==> src/rtl/reg_out_pipe.sv <==
// rtl/reg_out_pipe.sv - output register delay line feeding a small output FIFO
module reg_out_pipe #(
    parameter int DATA_W     = 16,
    parameter int LAT        = 1,
    parameter int FIFO_DEPTH = 4
) (
    input  logic                                clock,
    input  logic                                reset_n,
    input  logic                                stalled_in,
    input  logic                                dataoutv_in,
    input  logic [DATA_W-1:0]                   dataout_in,
    input  logic                                flush,
    input  logic                                out_ready,
    output logic                                stalled_out,
    output logic                                dataoutv_out,
    output logic [DATA_W-1:0]                   dataout_out,
    output logic [$clog2(FIFO_DEPTH+1)-1:0]     fifo_count,
    output logic                                overflow
);
    localparam int PW = $clog2(FIFO_DEPTH);
    localparam int CW = $clog2(FIFO_DEPTH+1);

    logic [LAT-1:0]    stall_q, stall_d;
    logic [LAT-1:0]    vld_q, vld_d;
    logic [DATA_W-1:0] data_q [LAT];
    logic [DATA_W-1:0] data_d [LAT];

    logic [DATA_W-1:0] mem [FIFO_DEPTH];
    logic [PW-1:0]     wr_ptr_q, wr_ptr_d;
    logic [PW-1:0]     rd_ptr_q, rd_ptr_d;
    logic [CW-1:0]     count_q, count_d;
    logic              ovf_q, ovf_d;

    logic empty, full, push, pop, wr_en;

    // Stall bits keep shifting through a flush; only valid bits are killed.
    always_comb begin
        stall_d[0] = stalled_in;
        vld_d[0]   = dataoutv_in & ~flush;
        data_d[0]  = dataout_in;
        for (int i = 1; i < LAT; i++) begin
            stall_d[i] = stall_q[i-1];
            vld_d[i]   = vld_q[i-1] & ~flush;
            data_d[i]  = data_q[i-1];
        end
    end

    always_comb begin
        empty    = (count_q == '0);
        full     = (count_q == CW'(FIFO_DEPTH));
        push     = vld_q[LAT-1] & ~flush;
        pop      = ~empty & out_ready & ~flush;
        wr_en    = push & (~full | pop);
        wr_ptr_d = wr_ptr_q;
        rd_ptr_d = rd_ptr_q;
        count_d  = count_q;
        ovf_d    = ovf_q;
        if (flush) begin
            wr_ptr_d = '0;
            rd_ptr_d = '0;
            count_d  = '0;
        end else begin
            if (wr_en) wr_ptr_d = wr_ptr_q + PW'(1);
            if (pop)   rd_ptr_d = rd_ptr_q + PW'(1);
            if (wr_en && !pop)      count_d = count_q + CW'(1);
            else if (!wr_en && pop) count_d = count_q - CW'(1);
            if (push && full && !pop) ovf_d = 1'b1;
        end
    end

    always_ff @(posedge clock or negedge reset_n) begin
        if (!reset_n) begin
            stall_q  <= '0;
            vld_q    <= '0;
            for (int i = 0; i < LAT; i++) data_q[i] <= '0;
            wr_ptr_q <= '0;
            rd_ptr_q <= '0;
            count_q  <= '0;
            ovf_q    <= 1'b0;
        end else begin
            stall_q  <= stall_d;
            vld_q    <= vld_d;
            data_q   <= data_d;
            wr_ptr_q <= wr_ptr_d;
            rd_ptr_q <= rd_ptr_d;
            count_q  <= count_d;
            ovf_q    <= ovf_d;
        end
    end

    // Storage is left unreset; the empty check below masks stale contents.
    always_ff @(posedge clock) begin
        if (wr_en) mem[wr_ptr_q] <= data_q[LAT-1];
    end

    assign stalled_out  = stall_q[LAT-1];
    assign dataoutv_out = ~empty;
    assign dataout_out  = empty ? '0 : mem[rd_ptr_q];
    assign fifo_count   = count_q;
    assign overflow     = ovf_q;
endmodule

==> config.mk <==
export PLATFORM = sky130hd
export DESIGN_NAME = reg_out_pipe
export DESIGN_NICKNAME = d
export VERILOG_FILES = /design/src/rtl/reg_out_pipe.sv
export SDC_FILE = /design/constraint.sdc
export NUM_CORES = 1
export LEC_CHECK = 0
export CAP_MARGIN = 20
export CORE_ASPECT_RATIO = 2
export CORE_MARGIN = 2
export CORE_UTILIZATION = 30
export DETAILED_ROUTE_END_ITERATION = 16
export HOLD_SLACK_MARGIN = 0.05
export PLACE_DENSITY = 0.48
export SETUP_SLACK_MARGIN = 0.4
export SKIP_CTS_REPAIR_TIMING = 1
export SLEW_MARGIN = 40
export SYNTH_ARGS = -nofsm -noshare
export SYNTH_HDL_FRONTEND = slang
export SYNTH_SLANG_ARGS = --single-unit
==> constraint.sdc <==
create_clock -name clock -period 2.9 [get_ports clock]
set_input_delay 0.29 -clock clock [delete_from_list [all_inputs] [get_ports clock]]
set_output_delay 0.29 -clock clock [all_outputs]
set_load 0.02 [all_outputs]
# == Yosys cells after proc, flatten, opt, wreduce, memory -nomap -nowiden ==
# Memories as Yosys holds them, arrays and structs flattened.
# Index checks and enable logic that the tools add are counted.
# op_classes
add_sub_neg,4
n_mul,0
div_mod_pow,0
magnitude_cmp,0
eq_ne,1
n_shift,0
muxes,10
bitwise_logic,9
reduce_logical,11
# ops
operator,count
$mux W16,1
$mux W3,3
$mux W2,4
$and A1 B1 Y1,5
$add A2 B1 Y2 const B,2
$logic_and A1 B1 Y1,4
$reduce_bool A2 Y1,2
$add A3 B1 Y3 const B,1
$eq A3 B3 Y1 const B,1
$logic_not A3 Y1,1
$not A1 Y1,3
$reduce_bool A3 Y1,1
$sub A3 B1 Y3 const B,1
$logic_not A1 Y1,2
$mux W1,2
$reduce_and A2 Y1,1
$or A1 B1 Y1,1
# totals
regBits,26
latchBits,0
ram_bits,64
romBits,0
inputBits,22
out_inout_bits,22
wordCells,43
memories,1
# mem_list
memory,words,word_bits,rd,rd_clocked_by_memory_dff,write_ports,line,rtl
mem,4,16,1,0,1,28,logic [DATA_W-1:0] mem [FIFO_DEPTH];

# == Longest topological paths before layout ==
# Gate-level depths: netlist of the first run.
# depth
depth_word,11
mapped_depth,7
ltp_nobuf,6

# == Worst setup path after synthesis of the first run ==
# No wires, ideal clock.
# synth_timing
path_kind,register to register
startpoint,register count_q[2] (netlist: fifo_count[2])
endpoint,memory mem[0][0] (enable)
setup_ps,374
arrival_ps,1512
t_required_ps,2526
setup_slack_ps,1014
path_stages_with_launch,5
path_buffers,1
synth_period_minus_slack_ps,1886
path_cell_list,dfrtp_1 -> buf_2 -> nor4b_2 -> nor2_1 -> and2_1
# synth_via
elab_chain_len,8
word_cells_on_any_way,10
cone_classes,eq/ne: 1; mux: 2; bitwise: 6; reduce/logical: 1
# synth_rtl
element,line,rtl
from (decl),31,"logic [CW-1:0] count_q, count_d;"
from (signal assigned),86,count_q <= count_d;
$logic_not A3 Y1,49,empty = (count_q == '0);
$not A1 Y1,52,pop = ~empty & out_ready & ~flush;
$and A1 B1 Y1 (2 in series),52,
$or A1 B1 Y1 *,53,wr_en = push & (~full | pop);
$and A1 B1 Y1 *,53,
$mux W1 *,93,if (wr_en) mem[wr_ptr_q] <= data_q[LAT-1];
$mux W1 (not written as such) *,93,
to (decl),28,
# Every way passes the cells marked *; elsewhere a longest branch is shown, timed or not.

# == Final worst setup path of the first run ==
# layout_timing
startpoint,register rd_ptr_q[0]
endpoint,output dataout_out[12]
# layout_via
elab_chain_len,2
# layout_rtl
element,line,rtl
from (decl),30,"logic [PW-1:0] rd_ptr_q, rd_ptr_d;"
from (signal assigned),85,rd_ptr_q <= rd_ptr_d;
$mem_v2 Z4 W16,-,
$mux W16,98,assign dataout_out = empty ? '0 : mem[rd_ptr_q];
to (decl),16,"output logic [DATA_W-1:0] dataout_out,"
# No other way between the ends.

==> results of run 1 <==
stage by stage:
step / setup slack (ns) / util, %
3_5_place_dp: 0.613 / 36.3
6_report: 0.479 / 39.2
5_1_grt: 0.409 / 39.2
4_1_cts: 0.271 / 38.9
3_3_place_gp: 0.631 / 36.3
2_1_floorplan: 1.01 / -
cell type report:
type / instances / area [um^2]
fill: 1069 / 6860
clock buffer: 13 / 250
clock inverter: 3 / 38.8
sequential: 90 / 2570
tap: 142 / 178
multi-input combinational: 77 / 811
inverter: 7 / 26.3
timing repair buffer: 52 / 551
metal layers:
metal  vias up  GRT usage, %
li1        797             -
met1       855          11.0
met2        31          19.2
met3         8          1.85
met4         0          5.89
met5         -             0
logic make-up (layout without fill, tap and decap cells):
| family | Yosys count | in the layout | share of synthesized area, % |
|---|---|---|---|
| buffers and inverters | 17 | 75 | 2.66 |
| XOR/XNOR | 3 | 3 | 0.756 |
| AO/OA/AOI/OAI | 11 | 11 | 2.52 |
| AND/OR/NAND/NOR | 39 | 39 | 6.59 |
| adder cells (fa/ha/maj) | 5 | 5 | 2.02 |
| multiplexers | 19 | 19 | 11.4 |
| flip-flops | 90 | 90 | 74.0 |
power groups by stage:
stage	clock, mW	combinational [mW]	sequential [mW]
global route	1.19	1.22	1.53
detailed placement	0	1.15	1.55
finish	1.11	1.12	1.52
floorplan	0	0.728	1.53
global placement	0	1.15	1.54
CTS	1.14	1.15	1.52
final timing paths:
kind | startpoint | to | slack (ns) | cells past startpoint
max in group asynchronous | reset_n | data_q[14] | 2.27 | 2
min | reset_n | stalled_out | 0.35 | 2
min reg2reg | overflow | overflow | 0.49 | 1
min in group clock | stalled_in | stalled_out | 0.40 | 1
max | rd_ptr_q[0] | dataout_out[12] | 0.48 | 4
max reg2reg | fifo_count[2] | mem[3][8] | 0.98 | 4
layout by cell type, fill, tap and decap left out, drive strengths merged, types with 7 or more instances in the layout:
cell	synthesis	layout
buf	8	9
clkbuf	2	13
clkdlybuf4s50	0	32
dfrtp	26	26
dlymetal6s2s	0	11
edfxtp	64	64
inv	7	7
mux4	16	16
nor2	11	11
nor2b	17	17
sequential cells by signal, summed over array words and instances (netlist names):
signal,flops
rd_ptr_q,2
vld_q,1
stalled_out,1
data_q,16
fifo_count,3
wr_ptr_q,2
mem,64
overflow,1
critical path, delay by kind of cell, from the launching register on:
kind          cells  cell delay, ns
simple gates      1            0.14
flops             1            0.41
buf+inv           2            0.75
mux               1            0.50
==> flow_metrics.py, run 1 <==
metrics = {
    "cells_and_area": {
        "diodes": 0,
        "fin_cells": 384,
        "final_nets": 264,
        "final_layout_size_suffix_gt1_share_pct": 17.4,
        "area_delta_synth_final_pct": 27.4,
        "fin_area_mm2": 0.00443,
    },
    "detailed_routing": {
        "drc": 0,
        "wl_per_cell_um": 16.0,
        "met2WireLength_um": 3480,
        "first_iter_violations": 139,
        "highest_layer": "met4",
        "wl_met3_um": 141,
        "routed_wl_um": 6150,
        "wl_met1_um": 2360,
        "via_per_inst": 4.40,
        "ant_nets": 0,
        "firstDrtPassIters": 4,
        "num_vias": 1691,
    },
    "floorplan": {
        "io_pins": 44,
        "dieArea_mm2": 0.0125,
        "start_util_pct": 30.8,
        "placement_rows": 55,
        "die_y_um": 156,
        "core_area_mm2": 0.0113,
        "fp.dieW_um": 80.1,
    },
    "sta": {
        "max_freq_mhz": 413,
        "drv_slew": 0,
        "skew_ns": 0.00573,
        "holdWs_ns": 0.346,
        "min_period_over_period_pct": 83.5,
        "slew_headroom_pct": 73.5,
        "rsz0062_at_grt": "no",
        "setup_tns_ns": 0,
        "period_minus_slack_ns": 2.42,
        "hold_viol": 0,
        "tightest_slew_ns": 0.396,
        "setup_viol": 0,
    },
    "global_route": {
        "grt_pass1_wl_um": 9450,
        "grt_pass1_vias": 1746,
        "grt_max_degree": 27,
        "grtUsageTotal_pct": 10.5,
        "antenna_found_initial": 0,
        "grt_remaining_overflow": 0,
    },
    "yosys": {
        "yosys-top-cells-area": "edfxtp_1 (55%), dfrtp_1 (19%), mux4_2 (10%)",
        "synth_area_mm2": 0.00348,
        "async_flop_share_pct": 28.9,
        "synth.avg_cell_area_um2": 18.9,
        "ys_warn_count": 0,
        "ys_seq_area_share_pct": 74.0,
        "synth_top_cells_by_count": "edfxtp_1 (64), dfrtp_1 (26), nor2b_1 (17)",
        "synth_top_area_cell": "edfxtp_1",
        "synth_edf_count": 64,
        "synth_cell_types": 33,
        "yosysMostFrequentCell": "edfxtp_1",
        "ys_ff_latch": 90,
        "ys.flop_type": "edfxtp_1",
        "synth_top_area_share_pct": 55.3,
        "synth_fp_nets": 211,
        "synth_cells": 184,
    },
    "pwr": {
        "power_mw": 3.75,
        "intPower_mw": 2.71,
        "pwr-share-clk_pct": 29.5,
        "power.share.switching_pct": 27.8,
        "ir_drop_v": 0.000360,
        "p_per_area_mw_per_mm2": 847,
        "p_leak_nw": 1.69,
        "p_seq_share_pct": 40.7,
        "combPwrFrac_pct": 29.8,
        "switchingPower_mw": 1.04,
    },
    "clock_tree": {
        "cts_made_buffers": 9,
        "cts_sinks": 90,
        "tritoncts": "done",
        "clk_latency_ns": 0.32,
        "cts-htree-levels": 3,
        "clockBufferDepth": 2,
        "clk_pin_slew_ns": 0.06,
        "cts-root-buf": "clkbuf_16",
    },
    "worst_setup_path": {
        "cp_max_fo": 16,
        "worst_ep_arrival_time_ns": 2.13,
        "crit_path_cell_trace": "buf_12 -> mux4_2 -> nor2b_1 -> clkdlybuf4s50_1",
        "critical_path.startpoint_type": "register",
        "slowest_stage": "clkdlybuf4s50_1",
        "cp-end-kind": "output pin",
        "path_class": "register to output pin",
        "crit_path_max_incr_delay_ns": 0.54,
        "cp_data_required_time_ns": 2.61,
    },
    "flow_run": {
        "drv_cap": 0,
    },
    "placed_design": {
        "dp.cells": 368,
        "io_buffers": 43,
        "routabilityCongestion": 0.744,
        "place_area_mm2": 0.00410,
        "hpwlAfterDp_um": 4100,
    },
    "run_status": {
        "run_status": "finished clean",
    },
    "min_path": {
        "min_path_type": "primary input to asynchronous set/reset pin",
    },
}
Note: power is estimated with default switching activity, not from simulation.
==> run 2: changes to the inputs <==
clock period = 2.45 ns   (was 2.9 ns; I/O delays follow)
==> run 2 against run 1 <==
  * Combinational power increased by 30%
  * Clock power up 20%
  * Clock-buffer cell count shrank 3
  * Final area up 1.2%
  * Register-to-register slack got worse by 0.39 ns
  * Critical path type unchanged
==> flow_metrics.py, run 2 (synthesized netlist as in run 1, its figures left out) <==
metrics = {
    "pwr": {
        "combPwrFrac_pct": 31.8,
        "p_per_area_mw_per_mm2": 1020,
        "power.share.switching_pct": 28.6,
        "switchingPower_mw": 1.31,
        "pwr-share-clk_pct": 29.1,
        "power_mw": 4.59,
        "p_seq_share_pct": 39.2,
        "intPower_mw": 3.27,
        "ir_drop_v": 0.000384,
        "p_leak_nw": 1.66,
    },
    "floorplan": {
        "core_area_mm2": 0.0113,
        "placement_rows": 55,
        "dieArea_mm2": 0.0125,
        "die_y_um": 156,
        "start_util_pct": 30.8,
        "fp.dieW_um": 80.1,
        "io_pins": 44,
    },
    "detailed_routing": {
        "drc": 0,
        "num_vias": 1761,
        "wl_per_cell_um": 16.0,
        "ant_nets": 0,
        "firstDrtPassIters": 4,
        "routed_wl_um": 6360,
        "via_per_inst": 4.44,
        "first_iter_violations": 129,
    },
    "cells_and_area": {
        "diodes": 0,
        "seqCellArea_mm2": 0.00257,
        "layout_commonest_cell": "edfxtp_1",
        "final_layout_size_suffix_gt1_share_pct": 28.2,
        "fin_cells": 397,
        "regMostFlops": "mem",
        "area_delta_synth_final_pct": 28.9,
        "final_nets": 277,
        "largest_reg_flops": 64,
        "num-fill-cells": 1081,
        "multiInputGateArea_um2": 811,
        "mostFrequentLayoutCells": "edfxtp_1 (64), clkdlybuf4s50_1 (27), dfrtp_1 (24)",
    },
    "flow_run": {
        "drv_cap": 0,
    },
    "global_route": {
        "grt_pass1_wl_um": 10200,
        "grtUsageTotal_pct": 11.5,
        "grt_max_degree": 27,
        "grt_remaining_overflow": 0,
        "antenna_found_initial": 0,
        "grt_pass1_vias": 1885,
    },
    "sta": {
        "slew_headroom_pct": 69.5,
        "holdWs_ns": 0.299,
        "setup_viol": 0,
        "drv_slew": 0,
        "tightest_slew_ns": 0.451,
        "setup_tns_ns": 0,
        "period_minus_slack_ns": 2.16,
        "postLayoutSetupSlackWorst_ns": 0.286,
        "max_freq_mhz": 462,
        "skew_ns": 0.00898,
        "rsz0062_at_grt": "yes",
        "hold_viol": 0,
        "min_period_over_period_pct": 88.3,
    },
    "clock_tree": {
        "cts-htree-levels": 3,
        "cts-root-buf": "clkbuf_16",
        "clk_pin_slew_ns": 0.06,
        "cts_sinks": 90,
        "tritoncts": "done",
        "clockBufferDepth": 2,
        "cts_made_buffers": 9,
        "clk_latency_ns": 0.33,
    },
    "placed_design": {
        "hpwlAfterDp_um": 4200,
        "place_ws_ns": 0.357,
        "io_buffers": 43,
        "routabilityCongestion": 0.706,
        "dp.cells": 371,
    },
    "worst_setup_path": {
        "crit_path_cell_trace": "buf_12 -> buf_12 -> buf_12 -> mux4_2 -> nor2b_1 -> dlymetal6s2s_1",
        "path_class": "register to output pin",
        "cp_max_fo": 7,
        "critPathBufInv": 4,
        "slowest_stage": "mux4_2",
        "worst_ep_arrival_time_ns": 1.92,
        "cp_top_family": "buffers and inverters",
        "cp_data_required_time_ns": 2.20,
        "cp-end-kind": "output pin",
        "critical_path.startpoint_type": "register",
        "path_common_cell": "buf_12",
        "crit_path_max_incr_delay_ns": 0.51,
    },
    "min_path": {
        "min_path_type": "primary input to asynchronous set/reset pin",
    },
    "run_status": {
        "run_status": "finished clean",
    },
}
## run 2: cell types whose count changed in the layout (fill, tap and decap cells not counted), moves of 2 or more
cell	delta
buf_6	+2
dfrtp_2	+2
dlymetal6s2s_1	-8
clkdlybuf4s50_1	-5
clkbuf_2	+9
buf_2	+4
dfrtp_1	-2
buf_4	+9
buf_12	+2
clkbuf_1	-3
## run 2: stage by stage
stage	area (um^2)	utilization [%]
finish	4480	39.7
global route	4480	39.7
CTS	4430	39.2
detailed placement	4130	36.6
global placement	4130	36.6
floorplan	3480	-
## run 2: routing by layer
metal	vias to the layer above	share of wire [%]	global-route usage (%)
met3	14	4.2	3.06
met1	885	35	11.8
met2	43	57	20.5
met4	0	3.1	6.21
met5	-	0	0
li1	819	-	-
## run 2: power groups by stage
stage | Combinational (mW) | Clock, mW | Sequential, mW
floorplan | 0.861 | 0 | 1.81
global route | 1.59 | 1.45 | 1.81
CTS | 1.41 | 1.38 | 1.80
finish | 1.46 | 1.33 | 1.80
detailed placement | 1.40 | 0 | 1.83
global placement | 1.40 | 0 | 1.83
## run 2: final cells by class
| cell class | instances | area share [%] |
|---|---|---|
| Clock buffer | 10 | 5.33 |
| Clock inverter | 6 | 1.26 |
| Inverter | 7 | 0.586 |
| Multi-Input combinational cell | 77 | 18.1 |
| Sequential cell | 90 | 57.5 |
| Tap cell | 142 | 3.97 |
| Timing Repair Buffer | 65 | 13.3 |
## run 2: final timing paths
| kind | start | end | slack, ns | depth (start not counted) |
|---|---|---|---|---|
| min | reset_n | stalled_out | 0.30 | 2 |
| min in group clock | dataout_in[15] | data_q[15] | 0.35 | 1 |
| max | rd_ptr_q[0] | dataout_out[8] | 0.29 | 6 |
| min reg2reg | overflow | overflow | 0.48 | 1 |
| max reg2reg | fifo_count[0] | fifo_count[2] | 0.59 | 6 |
| max in group asynchronous | reset_n | fifo_count[1] | 1.85 | 2 |
==> run 3: changes to the inputs <==
SETUP_SLACK_MARGIN = not set   (was 0.4)
clock period = 2 ns   (was 2.45 ns; I/O delays follow)
==> run 3 against run 2 <==
  * Non-clock buffer count is 5 lower
  * Sequential power is 24% higher
  * Hold slack worse by 0.053 ns
  * Sequential share of layout area is 0.10 points higher
  * Total power is 21% higher
  * Critical endpoint is now dataout_out[12]
  * Cell count is 1.3% lower
  * Via count is 1.6% lower
  * Largest cell class unchanged
==> flow_metrics.py, run 3 (synthesized netlist as in run 1, its figures left out) <==
metrics = {
    "clock_tree": {
        "tritoncts": "done",
        "clockBufferDepth": 2,
        "clk_latency_ns": 0.33,
        "cts-root-buf": "clkbuf_16",
        "cts_sinks": 90,
        "cts-htree-levels": 3,
        "clk_pin_slew_ns": 0.06,
        "cts_made_buffers": 9,
    },
    "sta": {
        "postLayoutSetupSlackWorst_ns": 0.0654,
        "holdWs_ns": 0.247,
        "max_freq_mhz": 517,
        "min_period_over_period_pct": 96.7,
        "rsz0062_at_grt": "yes",
        "tightest_slew_ns": 0.453,
        "slew_headroom_pct": 69.4,
        "hold_viol": 0,
        "skew_ns": 0.00572,
        "setup_tns_ns": 0,
        "drv_slew": 0,
        "period_minus_slack_ns": 1.93,
        "setup_viol": 0,
    },
    "worst_setup_path": {
        "worst_ep_arrival_time_ns": 1.73,
        "path_class": "register to output pin",
        "cp_data_required_time_ns": 1.80,
        "cp_max_fo": 8,
        "critical_path.startpoint_type": "register",
        "cp-end-kind": "output pin",
    },
    "placed_design": {
        "place_ws_ns": -0.00688,
        "io_buffers": 43,
        "hpwlAfterDp_um": 4120,
        "routabilityCongestion": 0.758,
        "dp.cells": 375,
    },
    "global_route": {
        "grtUsageTotal_pct": 11.3,
        "grt_remaining_overflow": 0,
        "grt_pass1_wl_um": 10100,
        "grt_pass1_vias": 1860,
        "grt_max_degree": 27,
        "antenna_found_initial": 0,
    },
    "pwr": {
        "ir_drop_v": 0.000497,
        "p_per_area_mw_per_mm2": 1240,
        "power_mw": 5.54,
        "p_leak_nw": 1.62,
    },
    "floorplan": {
        "die_y_um": 156,
        "io_pins": 44,
        "start_util_pct": 30.8,
        "dieArea_mm2": 0.0125,
        "fp.dieW_um": 80.1,
        "core_area_mm2": 0.0113,
        "placement_rows": 55,
    },
    "detailed_routing": {
        "first_iter_violations": 136,
        "via_per_inst": 4.42,
        "ant_nets": 0,
        "routed_wl_um": 6440,
        "drc": 0,
        "wl_per_cell_um": 16.4,
        "num_vias": 1733,
        "firstDrtPassIters": 3,
    },
    "cells_and_area": {
        "layout_commonest_cell": "edfxtp_1",
        "mostFrequentLayoutCells": "edfxtp_1 (64), clkdlybuf4s50_1 (26), dfrtp_1 (22)",
        "num-fill-cells": 1069,
        "final_layout_size_suffix_gt1_share_pct": 29.6,
        "regMostFlops": "mem",
        "fin_cells": 392,
        "area_delta_synth_final_pct": 28.8,
        "diodes": 0,
        "largest_reg_flops": 64,
        "final_nets": 272,
    },
    "flow_run": {
        "drv_cap": 0,
    },
    "min_path": {
        "min_path_type": "primary input to asynchronous set/reset pin",
    },
    "run_status": {
        "run_status": "finished clean",
    },
}
==> run 3: changes by cell type in the layout (fill, tap and decap cells not counted), moves of 2 or more <==
| cell | before | now |
|---|---|---|
| dlymetal6s2s_1 | 3 | 1 |
| buf_2 | 4 | 0 |
| clkinv_2 | 2 | 4 |
| dfrtp_2 | 2 | 4 |
| clkinv_1 | 2 | 0 |
| buf_4 | 16 | 9 |
| buf_12 | 4 | 7 |
| dfrtp_1 | 24 | 22 |
| clkbuf_2 | 9 | 16 |
| buf_6 | 2 | 0 |
==> run 3: worst paths after layout <==
| kind | slack (ns) | cells past startpoint | endpoint | start |
|---|---|---|---|---|
| max | 0.07 | 4 | dataout_out[12] | rd_ptr_q[0] |
| min | 0.25 | 2 | data_q[0] | reset_n |
| max reg2reg | 0.24 | 6 | fifo_count[2] | fifo_count[1] |
| min reg2reg | 0.48 | 1 | overflow | overflow |
| max in group asynchronous | 1.44 | 2 | fifo_count[0] | reset_n |
| min in group clock | 0.30 | 1 | data_q[15] | dataout_in[15] |
==> run 3: area by class of cell <==
class	instances	area (um^2)	area share, %
multi-input combinational	77	817	18.3
tap	142	178	3.97
clock buffer	9	225	5.03
clock inverter	7	67.6	1.51
inverter	7	26.3	0.587
sequential	90	2580	57.6
timing repair buffer	60	586	13.1
==> run 3: per-layer routing <==
metal	vias to the layer above	track usage (%)	wire, um
met5	-	0	0
met1	874	11.9	2360
met3	9	2.31	217
met4	0	5.89	166
met2	36	20.4	3690
li1	814	-	-
==> run 3: metrics by stage <==
| stage | utilization (%) | cell area, um^2 |
|---|---|---|
| global placement | 37.4 | 4230 |
| finish | 39.7 | 4480 |
| detailed placement | 37.4 | 4230 |
| CTS | 40.0 | 4520 |
| floorplan | - | 3480 |
| global route | 39.7 | 4480 |
==> run 3: report_power, final <==
group / switching (mW) / internal, mW
combinational: 0.832 / 0.833
sequential: 0.128 / 2.10
clock: 0.688 / 0.965
==> run 3: critical path: stages, from the launching register on <==
cell	delay (ns)
dfrtp_2	0.43
clkbuf_16	0.20
mux4_2	0.48
nor2b_1	0.14
clkbuf_2	0.15
